`config.mk`:
```
export PLATFORM = sky130hd
export DESIGN_NAME = mem_bank
export DESIGN_NICKNAME = d
export VERILOG_FILES = /design/src/rtl/mem_bank_pkg.sv /design/src/rtl/mem_bank_clr_seq.sv /design/src/rtl/mem_bank.sv
export SDC_FILE = /design/constraint.sdc
export NUM_CORES = 1
export LEC_CHECK = 0
export ABC_AREA = 1
export BUFFER_PORTS_ARGS = -buffer_cell sky130_fd_sc_hd__buf_4
export CELL_PAD_IN_SITES_DETAIL_PLACEMENT = 1
export CELL_PAD_IN_SITES_GLOBAL_PLACEMENT = 1
export CORE_UTILIZATION = 38
export DETAILED_ROUTE_END_ITERATION = 7
export GPL_ROUTABILITY_DRIVEN = 0
export PLACE_DENSITY_LB_ADDON = 0.15
export SLEW_MARGIN = 25
export SYNTH_ARGS = -nofsm -noshare
export SYNTH_HDL_FRONTEND = slang
export SYNTH_SLANG_ARGS = --single-unit
```
`constraint.sdc`:
```
create_clock -name i_clk -period 2.6 [get_ports i_clk]
set_input_delay 0 -clock i_clk [delete_from_list [all_inputs] [get_ports i_clk]]
set_output_delay 0 -clock i_clk [all_outputs]
set_load 0.02 [all_outputs]
```
`src/rtl/mem_bank_pkg.sv`:
```
// Shared types for the mem_bank RAM: clear-sweep FSM states and sweep pointer sizing.
// Used by mem_bank and mem_bank_clr_seq; optional parity is enabled with MEM_BANK_PARITY_EN.
package mem_bank_pkg;

    typedef enum logic {
        ST_IDLE  = 1'b0,
        ST_CLEAR = 1'b1
    } state_t;

    // Bits needed to count rows 0..depth-1; a single-row bank still needs one bit.
    function automatic int ptr_w(input int depth);
        return (depth > 1) ? $clog2(depth) : 1;
    endfunction

endpackage

```
`src/rtl/mem_bank_clr_seq.sv`:
```
// Clear-sweep sequencer: walks every row once after reset or a clr pulse, one row per cycle.
// Outputs are registered; busy is high for exactly DEPTH cycles per sweep.
module mem_bank_clr_seq
    import mem_bank_pkg::*;
#(
    parameter int DEPTH = 5,
    parameter int AW    = 3
) (
    input  logic          i_clk,
    input  logic          i_rst,
    input  logic          i_clr,
    output logic          o_busy,
    output logic          o_clr_we,
    output logic [AW-1:0] o_clr_addr
);

    localparam int PW = ptr_w(DEPTH);

    state_t          r_state;
    logic [PW-1:0]   r_ptr;
    logic            r_busy;

    always_ff @(posedge i_clk) begin
        if (i_rst) begin
            // Reset restarts the sweep from row 0, even mid-sweep.
            r_state <= ST_CLEAR;
            r_ptr   <= '0;
            r_busy  <= 1'b1;
        end else begin
            case (r_state)
                ST_IDLE: begin
                    if (i_clr) begin
                        r_state <= ST_CLEAR;
                        r_ptr   <= '0;
                        r_busy  <= 1'b1;
                    end
                end
                ST_CLEAR: begin
                    if (r_ptr == PW'(DEPTH - 1)) begin
                        r_state <= ST_IDLE;
                        r_ptr   <= '0;
                        r_busy  <= 1'b0;
                    end else begin
                        r_ptr <= r_ptr + 1'b1;
                    end
                end
                default: begin
                    r_state <= ST_IDLE;
                    r_ptr   <= '0;
                    r_busy  <= 1'b0;
                end
            endcase
        end
    end

    assign o_busy     = r_busy;
    assign o_clr_we   = r_busy;
    assign o_clr_addr = AW'(r_ptr);

endmodule

```
`src/rtl/mem_bank.sv`:
```
// Single-port flop RAM bank with 1-cycle registered read, rvalid strobe, sweep clear and range guard.
// Optional per-row even parity with error injection when MEM_BANK_PARITY_EN is defined.
module mem_bank
    import mem_bank_pkg::*;
#(
    parameter int WIDTH = 16,
    parameter int DEPTH = 5,
    parameter int AW    = 3
) (
    input  logic             i_clk,
    input  logic             i_rst,
    input  logic             i_cs,
    input  logic             i_we,
    input  logic [AW-1:0]    i_addr,
    input  logic [WIDTH-1:0] i_din,
    input  logic             i_clr,
`ifdef MEM_BANK_PARITY_EN
    input  logic             i_perr_inj,
    output logic             o_perr,
`endif
    output logic [WIDTH-1:0] o_dout,
    output logic             o_rvalid,
    output logic             o_busy
);

`ifdef MEM_BANK_PARITY_EN
    localparam int RW = WIDTH + 1;
`else
    localparam int RW = WIDTH;
`endif
    localparam logic [AW:0] ROW_LIM = (AW + 1)'(DEPTH);

    logic [RW-1:0]    r_mem [0:DEPTH-1];
    logic [WIDTH-1:0] r_dout;
    logic             r_rvalid;

    logic             w_busy;
    logic             w_clr_we;
    logic [AW-1:0]    w_clr_addr;
    logic             w_in_range;
    logic             w_access;
    logic             w_host_wr;
    logic             w_host_rd;
    logic [RW-1:0]    w_wrow;
    logic [RW-1:0]    w_rrow;

    mem_bank_clr_seq #(
        .DEPTH (DEPTH),
        .AW    (AW)
    ) u_clr_seq (
        .i_clk      (i_clk),
        .i_rst      (i_rst),
        .i_clr      (i_clr),
        .o_busy     (w_busy),
        .o_clr_we   (w_clr_we),
        .o_clr_addr (w_clr_addr)
    );

    // A clr pulse wins over a host access presented in the same cycle.
    assign w_in_range = ({1'b0, i_addr} < ROW_LIM);
    assign w_access   = i_cs & ~i_rst & ~w_busy & ~i_clr;
    assign w_host_wr  = w_access & i_we & w_in_range;
    assign w_host_rd  = w_access & ~i_we;
    assign w_rrow     = w_in_range ? r_mem[i_addr] : '0;

`ifdef MEM_BANK_PARITY_EN
    logic r_perr;
    logic w_rd_perr;

    assign w_wrow    = {(^i_din) ^ i_perr_inj, i_din};
    assign w_rd_perr = w_in_range & (w_rrow[WIDTH] ^ (^w_rrow[WIDTH-1:0]));

    always_ff @(posedge i_clk) begin
        if (i_rst) begin
            r_perr <= 1'b0;
        end else if (w_host_rd) begin
            r_perr <= w_rd_perr;
        end
    end

    assign o_perr = r_perr;
`else
    assign w_wrow = i_din;
`endif

    // Storage has no reset; the sweep engine is the only way rows return to zero.
    always_ff @(posedge i_clk) begin
        if (w_clr_we) begin
            r_mem[w_clr_addr] <= '0;
        end else if (w_host_wr) begin
            r_mem[i_addr] <= w_wrow;
        end
    end

    always_ff @(posedge i_clk) begin
        if (i_rst) begin
            r_dout   <= '0;
            r_rvalid <= 1'b0;
        end else begin
            r_rvalid <= w_host_rd;
            if (w_host_rd) begin
                r_dout <= w_rrow[WIDTH-1:0];
            end
        end
    end

    assign o_dout   = r_dout;
    assign o_rvalid = r_rvalid;
    assign o_busy   = w_busy;

endmodule
```
==> reports/qor.yml <==
crit_chain: "inv_2, nand2_1, nor2_4, nand3_2, nand2_1, nand3_2, nor2_1, buf_4"
clkPwrFrac_pct: 38.8
cellLeakagePower_nw: 2.11
ant_nets: 0
coreArea_um2: 11000
sequentialPowerShare_pct: 51.6
yosys-top-cells-area: "edfxtp_1 (55%), nand2_1 (13%), dfxtp_1 (10%)"
wl_per_cell_um: 16.1
cellInternalPower_mw: 2.88
powerDensity_nw_per_um2: 738
p_comb_share_pct: 9.7
portBuffers: 41
slowest_stage: "dfxtp_1"
syn-mean-instance-area_um2: 10.1
drive_gt1_share_pct: 18.4
syn_to_final_growth_pct: 17.2
grt_pass1_vias: 3089
drt_first_pass_iters: 4
synth_top_cell_by_area: "edfxtp_1"
clk_latency_ns: 0.34
start_util_pct: 39.6
vdd_drop_max_uv: 456
min_period_ns: 1.99
synthAdderAreaFrac_pct: 0.572
cts_buffer_depth: 2
drtIter0Drc: 121
fin_area_um2: 5120
netlist_area_um2: 4370
clock-sinks: 102
placed_area_um2: 4780
remaining_drc_errors: 0
cts_resized: 0
ys_seq_area_share_pct: 65.0
timing.rr.start: "u_clr_seq.o_busy"
setup_viol: 0
tritoncts: "built"
grt_pass1_wl_um: 15900
dpl.hpwl_um: 6760
h-tree-depth: 3
r2r_end: "r_mem[4][0]"
die_h_um: 109
setup_tns_ns: 0
fillers: 1249
post_cts_buffers: 0
rows: 38
final_cell_mix: "nand2_1 (152), edfxtp_1 (80), buf_4 (50)"
min_delay_path_depth: 2
path_max_fanout: 16
cts.clk_slew.worst_paths_ns: 0.07
switchingPower_uw: 902
root_buffer: "clkbuf_16"
grt_overflow_total: 0
synth_compound_area_share_pct: 2.95
synth_top_area_share_pct: 54.9
fin_nets: 498
hold_end: "u_clr_seq.o_clr_addr[1]"
cp-end-kind: "flip-flop"
die_w_um: 109
highest_layer: "met4"
yosys.area_share.simple_pct: 25.8
fin_crit_sh_pct: 76.7
arrival_ns: 2.01
rsz0062_at_grt: "no"
synth_warnings: 0
critPathLaunchType: "flip-flop"
worst_pin_slew_ns: 0.608
grt.total_usage_pct: 18.2
via_count: 3027
finalHoldViolCount: 0
met2RoutedLength_um: 4900
mostFrequentLayoutCell: "nand2_1"
antenna_found_initial: 0
syn_nets: 457
grt_max_degree: 37
max_stage_delay_ns: 0.34
routedLengthMet1_um: 4680
cts_buffers: 9
num_antenna_cells: 0
min-delay-start: "i_rst"
hp-class: "in2reg"
postCtsHoldBufs: 1
wl_met3_um: 322
maxCapViolCount: 0
skew_ns: 0.00831
max_freq_mhz: 502
wirelength_um: 9960
worst-r2r-setup-slack_ns: 0.61
required_ns: 2.62
maxSlewViolCount: 0
io_pins: 42
relSlewSlack_pct: 59.4
via_per_inst: 4.91
ys_types: 23
synth_top_family_by_area: "simple AND/OR/NAND/NOR gates"
swShare_pct: 23.9
synthXorXnorAreaFrac_pct: 0
dieArea_um2: 11900
outcome: "completed"
synth_seq_cells: 102
synthMuxAreaShare_pct: 0
netlist_instances: 431
critPathKind: "reg2reg"
ff2ff_path_depth: 8
[registers in the layout (all words and copies together), names as in the netlist]
name and cells:
r_mem 80, u_clr_seq.o_clr_addr 3, o_rvalid 1, u_clr_seq.o_busy 1, u_clr_seq.r_state 1, o_dout 16
[cells in the mapped netlist (all sizes together)]
cell type    n
a211oi       1
a21oi       20
buf         19
clkbuf       2
dfxtp       22
edfxtp      80
ha           2
inv         29
nand2      153
nand3       37
nand4        4
nor2        44
nor3        16
o21ai        2
[worst max-delay path: cells and delay by family (launching register included)]
family / cells / cell delay (ns)
simple gates: 6 / 0.97
buf+inv: 2 / 0.36
flops: 1 / 0.34
[how the worst max path moves through the flow]
stage / startpoint / end
after detailed placement: u_clr_seq.o_busy / r_mem[4][7]
final: u_clr_seq.o_busy / r_mem[4][0]
after CTS: u_clr_seq.o_busy / r_mem[4][0]
after floorplan: u_clr_seq.o_busy / r_mem[4][0]
after global routing: u_clr_seq.o_busy / r_mem[0][11]
after global placement: u_clr_seq.o_busy / r_mem[2][11]
[area by class of cell]
| class | count | area, um2 | share of cell area, % |
|---|---|---|---|
| inverter | 29 | 109 | 2.12 |
| clock buffer | 9 | 225 | 4.39 |
| sequential | 102 | 2840 | 55.5 |
| clock inverter | 7 | 105 | 2.05 |
| tap | 140 | 175 | 3.42 |
| multi-input combinational | 279 | 1280 | 25.0 |
| timing repair buffer | 51 | 385 | 7.52 |
[power groups by stage]
stage	combinational, mW	clock (mW)	sequential (mW)
2_1_floorplan	0.235	0	1.97
5_1_grt	0.412	1.55	1.96
3_3_place_gp	0.359	0	1.98
3_5_place_dp	0.370	0	1.99
6_report	0.365	1.47	1.95
4_1_cts	0.372	1.50	1.95
[kinds of logic after synthesis]
logic type,Yosys count
AO/OA/AOI/OAI,23
adder cells (fa/ha/maj),2
buffers and inverters,50
flip-flops,102
AND/OR/NAND/NOR,254
[routing by layer]
layer / vias up / GRT usage, %
met1: 1469 / 23.7
met3: 6 / 3.95
met5: - / 0
met2: 45 / 30.5
met4: 0 / 4.76
li1: 1507 / -
[metrics by stage]
stage | setup slack, ns | cells | util (%) | hold WS (ns) | total power [mW]
finish | 0.607 | 617 | 46.5 | 0.00545 | 3.78
global route | 0.445 | 617 | 46.5 | 0.0229 | 3.93
global placement | 0.701 | 600 | 43.4 | 0.257 | 2.34
floorplan | 0.406 | 431 | - | 0.136 | 2.21
CTS | 0.602 | 617 | 46.5 | 0.000864 | 3.82
detailed placement | 0.619 | 600 | 43.4 | 0.271 | 2.36
No activity file was read; power rests on OpenSTA's default activity.
